[config.mk]
export PLATFORM = sky130hd
export DESIGN_NAME = fru_patch_ctrl
export DESIGN_NICKNAME = d
export VERILOG_FILES = /design/src/rtl/fru_patch_ctrl.sv
export SDC_FILE = /design/constraint.sdc
export NUM_CORES = 1
export LEC_CHECK = 0
export CORE_ASPECT_RATIO = 1.4
export CORE_UTILIZATION = 60
export DETAILED_ROUTE_END_ITERATION = 12
export GPL_ROUTABILITY_DRIVEN = 0
export PLACE_DENSITY_LB_ADDON = 0.2
export SETUP_SLACK_MARGIN = 0.05
export SYNTH_ARGS = -nofsm -noshare
export SYNTH_HDL_FRONTEND = slang
export SYNTH_SLANG_ARGS = --single-unit
[constraint.sdc]
create_clock -name clk -period 5.19 [get_ports clk]
set_clock_uncertainty 0.2 [all_clocks]
set_input_delay 0.7785 -clock clk [delete_from_list [all_inputs] [get_ports clk]]
set_output_delay 0.7785 -clock clk [all_outputs]
set_load 0.03 [all_outputs]
[src/rtl/fru_patch_ctrl.sv]
// Field-replaceable-unit patch controller: N channels, each armed by one of M sticky triggers,
// configured by a serially shifted, atomically committed frame. Define FRU_CFG_PARITY_EN for the parity-checked frame.
module fru_patch_ctrl #(
  parameter int M = 6,
  parameter int N = 32
) (
  input  logic         clk,
  input  logic         rst,
  input  logic [M-1:0] trig,
  input  logic [N-1:0] q_in,
  output logic [N-1:0] q_out,
  input  logic         BitStreamSerialIn,
  input  logic         BitStreamValid,
  input  logic         cfg_clr,
  output logic         cfg_done,
  output logic         cfg_err,
  output logic [N-1:0] patch_active
);
  localparam int TW    = $clog2(M);
  localparam int CW    = TW + 4;
  localparam int ACT_W = N * CW;
`ifdef FRU_CFG_PARITY_EN
  localparam int CFG_WIDTH = ACT_W + 1;
`else
  localparam int CFG_WIDTH = ACT_W;
`endif
  localparam int CNT_W = $clog2(CFG_WIDTH + 1);
  localparam logic [CNT_W-1:0] CNT_LAST = CNT_W'(CFG_WIDTH - 1);
  localparam logic [TW:0]      M_LIM    = (TW + 1)'(M);
  localparam int TL_EXT_W = 1 << TW;

  // The oldest frame bit is only needed on the committing cycle, where it comes from sh_shift.
  logic [CFG_WIDTH-2:0] sh_q, sh_d;
  logic [CFG_WIDTH-1:0] sh_shift;
  logic [CNT_W-1:0]     cnt_q, cnt_d;
  logic [ACT_W-1:0]     act_q, act_d;
  logic [M-1:0]         tl_q, tl_d;
  logic [N-1:0]         hr_q, hr_d;
  logic                 done_q, done_d;
  logic [N-1:0]         active;
  logic [TL_EXT_W-1:0]  tl_ext;
`ifdef FRU_CFG_PARITY_EN
  logic                 err_q, err_d;
`endif

  always_comb begin
    sh_shift = {sh_q, BitStreamSerialIn};
    sh_d     = sh_q;
    cnt_d    = cnt_q;
    act_d    = act_q;
    tl_d     = tl_q | trig;
    done_d   = 1'b0;
`ifdef FRU_CFG_PARITY_EN
    err_d    = 1'b0;
`endif
    if (cfg_clr) begin
      sh_d  = '0;
      cnt_d = '0;
      tl_d  = trig;
    end else if (BitStreamValid) begin
      sh_d = sh_shift[CFG_WIDTH-2:0];
      if (cnt_q == CNT_LAST) begin
        cnt_d = '0;
`ifdef FRU_CFG_PARITY_EN
        if (^sh_shift) begin
          err_d = 1'b1;
        end else begin
          act_d  = sh_shift[CFG_WIDTH-1 -: ACT_W];
          tl_d   = trig;
          done_d = 1'b1;
        end
`else
        act_d  = sh_shift[CFG_WIDTH-1 -: ACT_W];
        tl_d   = trig;
        done_d = 1'b1;
`endif
      end else begin
        cnt_d = cnt_q + 1'b1;
      end
    end
    hr_d = (hr_q & active) | (q_in & ~active);
  end

  always_ff @(posedge clk or negedge rst) begin
    if (!rst) begin
      sh_q   <= '0;
      cnt_q  <= '0;
      act_q  <= '0;
      tl_q   <= '0;
      hr_q   <= '0;
      done_q <= 1'b0;
`ifdef FRU_CFG_PARITY_EN
      err_q  <= 1'b0;
`endif
    end else begin
      sh_q   <= sh_d;
      cnt_q  <= cnt_d;
      act_q  <= act_d;
      tl_q   <= tl_d;
      hr_q   <= hr_d;
      done_q <= done_d;
`ifdef FRU_CFG_PARITY_EN
      err_q  <= err_d;
`endif
    end
  end

  // Zero-extend the latches so any TSEL value can index safely; out-of-range selects read 0.
  always_comb begin
    tl_ext         = '0;
    tl_ext[M-1:0]  = tl_q;
  end

  for (genvar gi = 0; gi < N; gi++) begin : g_ch
    logic          en;
    logic [1:0]    mode;
    logic          cst;
    logic [TW-1:0] tsel;

    assign en   = act_q[gi*CW + CW - 1];
    assign mode = act_q[gi*CW + CW - 2 -: 2];
    assign cst  = act_q[gi*CW + TW];
    assign tsel = act_q[gi*CW +: TW];

    assign active[gi] = en & ({1'b0, tsel} < M_LIM) & tl_ext[tsel];
    assign q_out[gi]  = !active[gi]   ? q_in[gi] :
                        (mode == 2'b01) ? cst :
                        (mode == 2'b10) ? hr_q[gi] :
                        (mode == 2'b11) ? ~q_in[gi] : q_in[gi];
  end

  assign patch_active = active;
  assign cfg_done     = done_q;
`ifdef FRU_CFG_PARITY_EN
  assign cfg_err      = err_q;
`else
  assign cfg_err      = 1'b0;
`endif
endmodule

Word-level counts from Yosys, hierarchy flattened
Index checks and enable logic that the tools add are counted.
Storage, ports and cells
  logic and storage cells: 475
  input bits: 43
  flip-flop bits (word level): 494
Cells by class
  add/sub/neg operators: 1
  magnitude comparators: 64
  bitwise logic cells: 102
  mux-type cells: 203
  equality and inequality tests: 97
  reductions and logical operators: 2
Operators with widths (number)
  2-to-1 mux 223 bit: 2
  2-to-1 mux 1 bit: 163
  equality test 2 bit (second input constant): 64
  < comparator 3 x 4 -> 1 bit (second input constant): 32
  binary-select mux 1 bit (select 3 bit): 32
  < comparator 3 bit (second input constant): 32
  bitwise AND 1 bit: 64
  bitwise AND 32 bit: 2
  equality test 2 x 1 -> 1 bit (second input constant): 32
  inverter 1 bit: 33
  inverter 32 bit: 1
  OR 32 bit: 1
  2-to-1 mux 8 bit: 3
  2-to-1 mux 6 bit: 3
  adder 8 x 1 -> 8 bit (second input constant): 1
  equality test 8 bit (second input constant): 1
  OR 6 bit: 1
  AND reduction 3 bit: 1
  nonzero test 2 bit: 1

Depth between registers and ports, before layout
  depth in word-level cells: 6
  gate-level depth with buffers: 8
  gate-level depth less buffers: 5

Worst setup path after synthesis
No wires, ideal clock.
  path kind: register to output
  start point: register tl_q[1]
  end point: output port q_out[22]
  arrival time: 1706 ps
  slack: 2506 ps
  stages on the path, launching flop included: 7
  path through: dfrtp_1 -> clkbuf_1 -> clkbuf_1 -> mux2i_1 -> nor3_1 -> o21ai_0 -> o2bb2ai_1
On the way
  cells in the longest elaborated chain, start to end: 4
RTL lines
  from (decl): line 37  | logic [M-1:0] tl_q, tl_d;
  from (signal assigned): line 99  | tl_q <= tl_d;
  binary-select mux 1 bit (select 3 bit): line 125  | assign active[gi] = en & ({1'b0, tsel} < M_LIM) & tl_ext[tsel];
  2-to-1 mux 1 bit (not written as such): line 125
  bitwise AND 1 bit: line 125
  2-to-1 mux 1 bit: line 126  | assign q_out[gi] = !active[gi] ? q_in[gi] :
  to (decl): line 11  | output logic [N-1:0] q_out,
Every way passes these cells. The select of a mux whose other input is x is not followed.

Final worst setup path
  start point: register tl_q[2]
  end point: output port q_out[31]
Same word-level chain as after synthesis.

==> out/metrics.csv <==
metric,value,unit
type of the most critical hold path,input pin to asynchronous set/reset pin,
fillers,2777,
Most used DFF post-synth,dfrtp_1,
Die Y,232,µm
total detailed-routing wirelength,44500,µm
switching pwr,0.00172,W
post_cts resized,0,
crit path DAT,2940,ps
clock root buffer,clkbuf_16,
CTS Buf Count,48,
clock sink count,494,
Gate Count Post-Synth,1858,
via-per-instance ratio,5.85,
leakage power,12.3,nW
FF-to-FF setup slack,2420,ps
Initial Utilization,61.2,%
FF-to-FF path depth,6,
VDD IR max,212,µV
#FFs+latches synth,494,
Period minus WS final,3910,ps
"Distinct cells, synth",36,
share of layout cells above drive strength 1,12.9,%
Tightest Pin Transition,1050,ps
Core Area,37000,µm²
postcts setup bufs,0,
met2 routed WL,22400,µm
Buffers on Ports,107,
CTS tree,built,
CP Launch Type,flip-flop,
Sw Share,22.4,%
"Setup violations, final",0,
# diodes,0,
top layer in use,met4,
gr usage total,24.1,%
YS warnings,0,
outcome,finished with violations,
Final Max Slew Viols,0,
largest net degree at the start of global routing,132,
met3 wire length,1360,µm
"Avg Cell Area, Syn",12.2,µm²
initial antenna violation count,0,
Int Power,0.00599,W
worst skew pair latency,560,ps
routed vias,14300,
Max Cap Viol,0,
WS Path Type,flip-flop to output port,
post-synthesis cell area,22600,µm²
vias in the first global route,15000,
Final Net Count,1977,
initial DRC count,880,
CP Capture Type,output port,
post-route setup TNS,0,ps
clock power share,44.2,%
Tcrit/Tclk final,75.4,%
average wire per standard cell,18.3,µm
Logic pwr share,5.5,%
clock-pin slew on the worst setup and hold paths,60,ps
final hold vios,0,
Pwr Density,303,nW/µm²
unrepaired setup endpoints after global routing,no,
Post-CTS Hold Fix Bufs,0,
Max Freq,256,MHz
Reg power frac,50.3,%
num rows,83,
met1 WL,20000,µm
# DRC,9,
Post-synth EDFFs,0,
area of the die,38500,µm²
Die Wd,166,µm
H-tree Lvls,2,
Max clock buf depth,3,
sequential area share after synthesis,54.6,%
antenna-violating nets left,0,
num ports,109,
Async SR Flop Fraction,100,%
Slew headroom,29.7,%
maximum fanout along the worst path,33,
Inst Count DP,2350,
first-pass GRT wire length,75700,µm
Finished Layout Cells,2435,
grt ovf,0,
critical path required time,4210,ps
1st-pass router iterations,9,
Layout area overhead,12.5,%
Syn Nets,1902,
hpwl dp,26200,µm
failing checks,DRC,
## power by group through the flow
stage / Clock [W] / Sequential, W / Combinational, W
2_1_floorplan: 0 / 0.00395 / 0.000221
3_3_place_gp: 0 / 0.00395 / 0.000427
3_5_place_dp: 0 / 0.00395 / 0.000433
4_1_cts: 0.00348 / 0.00388 / 0.000435
5_1_grt: 0.00362 / 0.00388 / 0.000466
6_report: 0.00341 / 0.00388 / 0.000427
## final cells by class
type / instances / area, µm² / share of cell area, %
sequential: 494 / 12400 / 48.5
timing repair buffer: 127 / 1320 / 5.18
clock inverter: 13 / 118 / 0.462
tap: 467 / 584 / 2.29
multi-input combinational: 1195 / 9420 / 37.0
clock buffer: 72 / 1410 / 5.55
inverter: 67 / 251 / 0.988
## path summary, 6_finish.rpt
path | start | to
max | tl_q[2] | q_out[31]
min | rst | act_q[30]
max reg2reg | cnt_q[0] | act_q[178]
min reg2reg | act_q[94] | act_q[94]
max in group asynchronous | rst | sh_q[59]
min in group clk | act_q[94] | act_q[94]
## synth_stat cells, types with 10 or more instances
cell type | instances | share of area (%)
dfrtp_1 | 494 | 55
mux2i_1 | 352 | 16
nor2_1 | 261 | 4.3
mux2_2 | 156 | 7.8
mux2_1 | 100 | 5.0
inv_1 | 67 | 1.1
nand2b_1 | 64 | 1.8
clkbuf_1 | 50 | 0.83
nand2_1 | 39 | 0.65
o21ai_0 | 34 | 0.75
o22ai_1 | 34 | 0.94
a21oi_1 | 33 | 0.73
nor3_1 | 33 | 0.73
o221ai_1 | 32 | 1.2
o2bb2ai_1 | 32 | 1.2
buf_2 | 22 | 0.49
buf_8 | 10 | 0.66
## layout by cell type (no fill, tap or decap), types with 39 or more instances in the layout
cell type        netlist  routed
clkbuf_16              0      49
clkdlybuf4s50_1        0     104
dfrtp_1              494     494
inv_1                 67      67
mux2_1               100     100
mux2_2               156     156
mux2i_1              352     352
nand2_1               39      39
nand2b_1              64      64
nor2_1               261     261
## state kept, by name (all words and copies together) (netlist names), named ones only
register  cells
act_q       224
sh_q        223
cnt_q         8
tl_q          6
cfg_done      1
## layer usage
metal | up-vias | global-route usage [%]
met4 | 0 | 6.43
met5 | - | 0
li1 | 6662 | -
met2 | 193 | 41.8
met1 | 7332 | 32.0
met3 | 68 | 3.07
## worst max-delay path: stages (launching register included)
cell             delay, ps
dfrtp_1                330
buf_4                  470
mux2i_1                140
o22ai_1                290
o21ai_0                200
o2bb2ai_1              210
clkdlybuf4s50_1        700
## cells by family after synthesis
group	count (synthesis)	synth area share (%)
xor+xnor	2	0.0774
mux	608	28.3
fa+ha+maj	1	0.0553
compound gates	177	5.31
flops	494	54.6
simple gates	406	7.81
other cells	1	0.0166
buf+inv	169	3.84
## metrics by stage
| step | util (%) | setup WS [ps] | area (µm²) | power, W | hold slack, ps |
|---|---|---|---|---|---|
| final | 68.9 | 1280 | 25500 | 0.00771 | 102 |
| after global routing | 68.9 | 1070 | 25500 | 0.00796 | 162 |
| after CTS | 68.9 | 1250 | 25500 | 0.00779 | 127 |
| after detailed placement | 64.7 | 1770 | 23900 | 0.00438 | 276 |
| after global placement | 64.7 | 1820 | 23900 | 0.00437 | 271 |
| after floorplan | - | 2510 | 22600 | 0.00417 | 258 |
No activity file was read; power rests on OpenSTA's default activity.
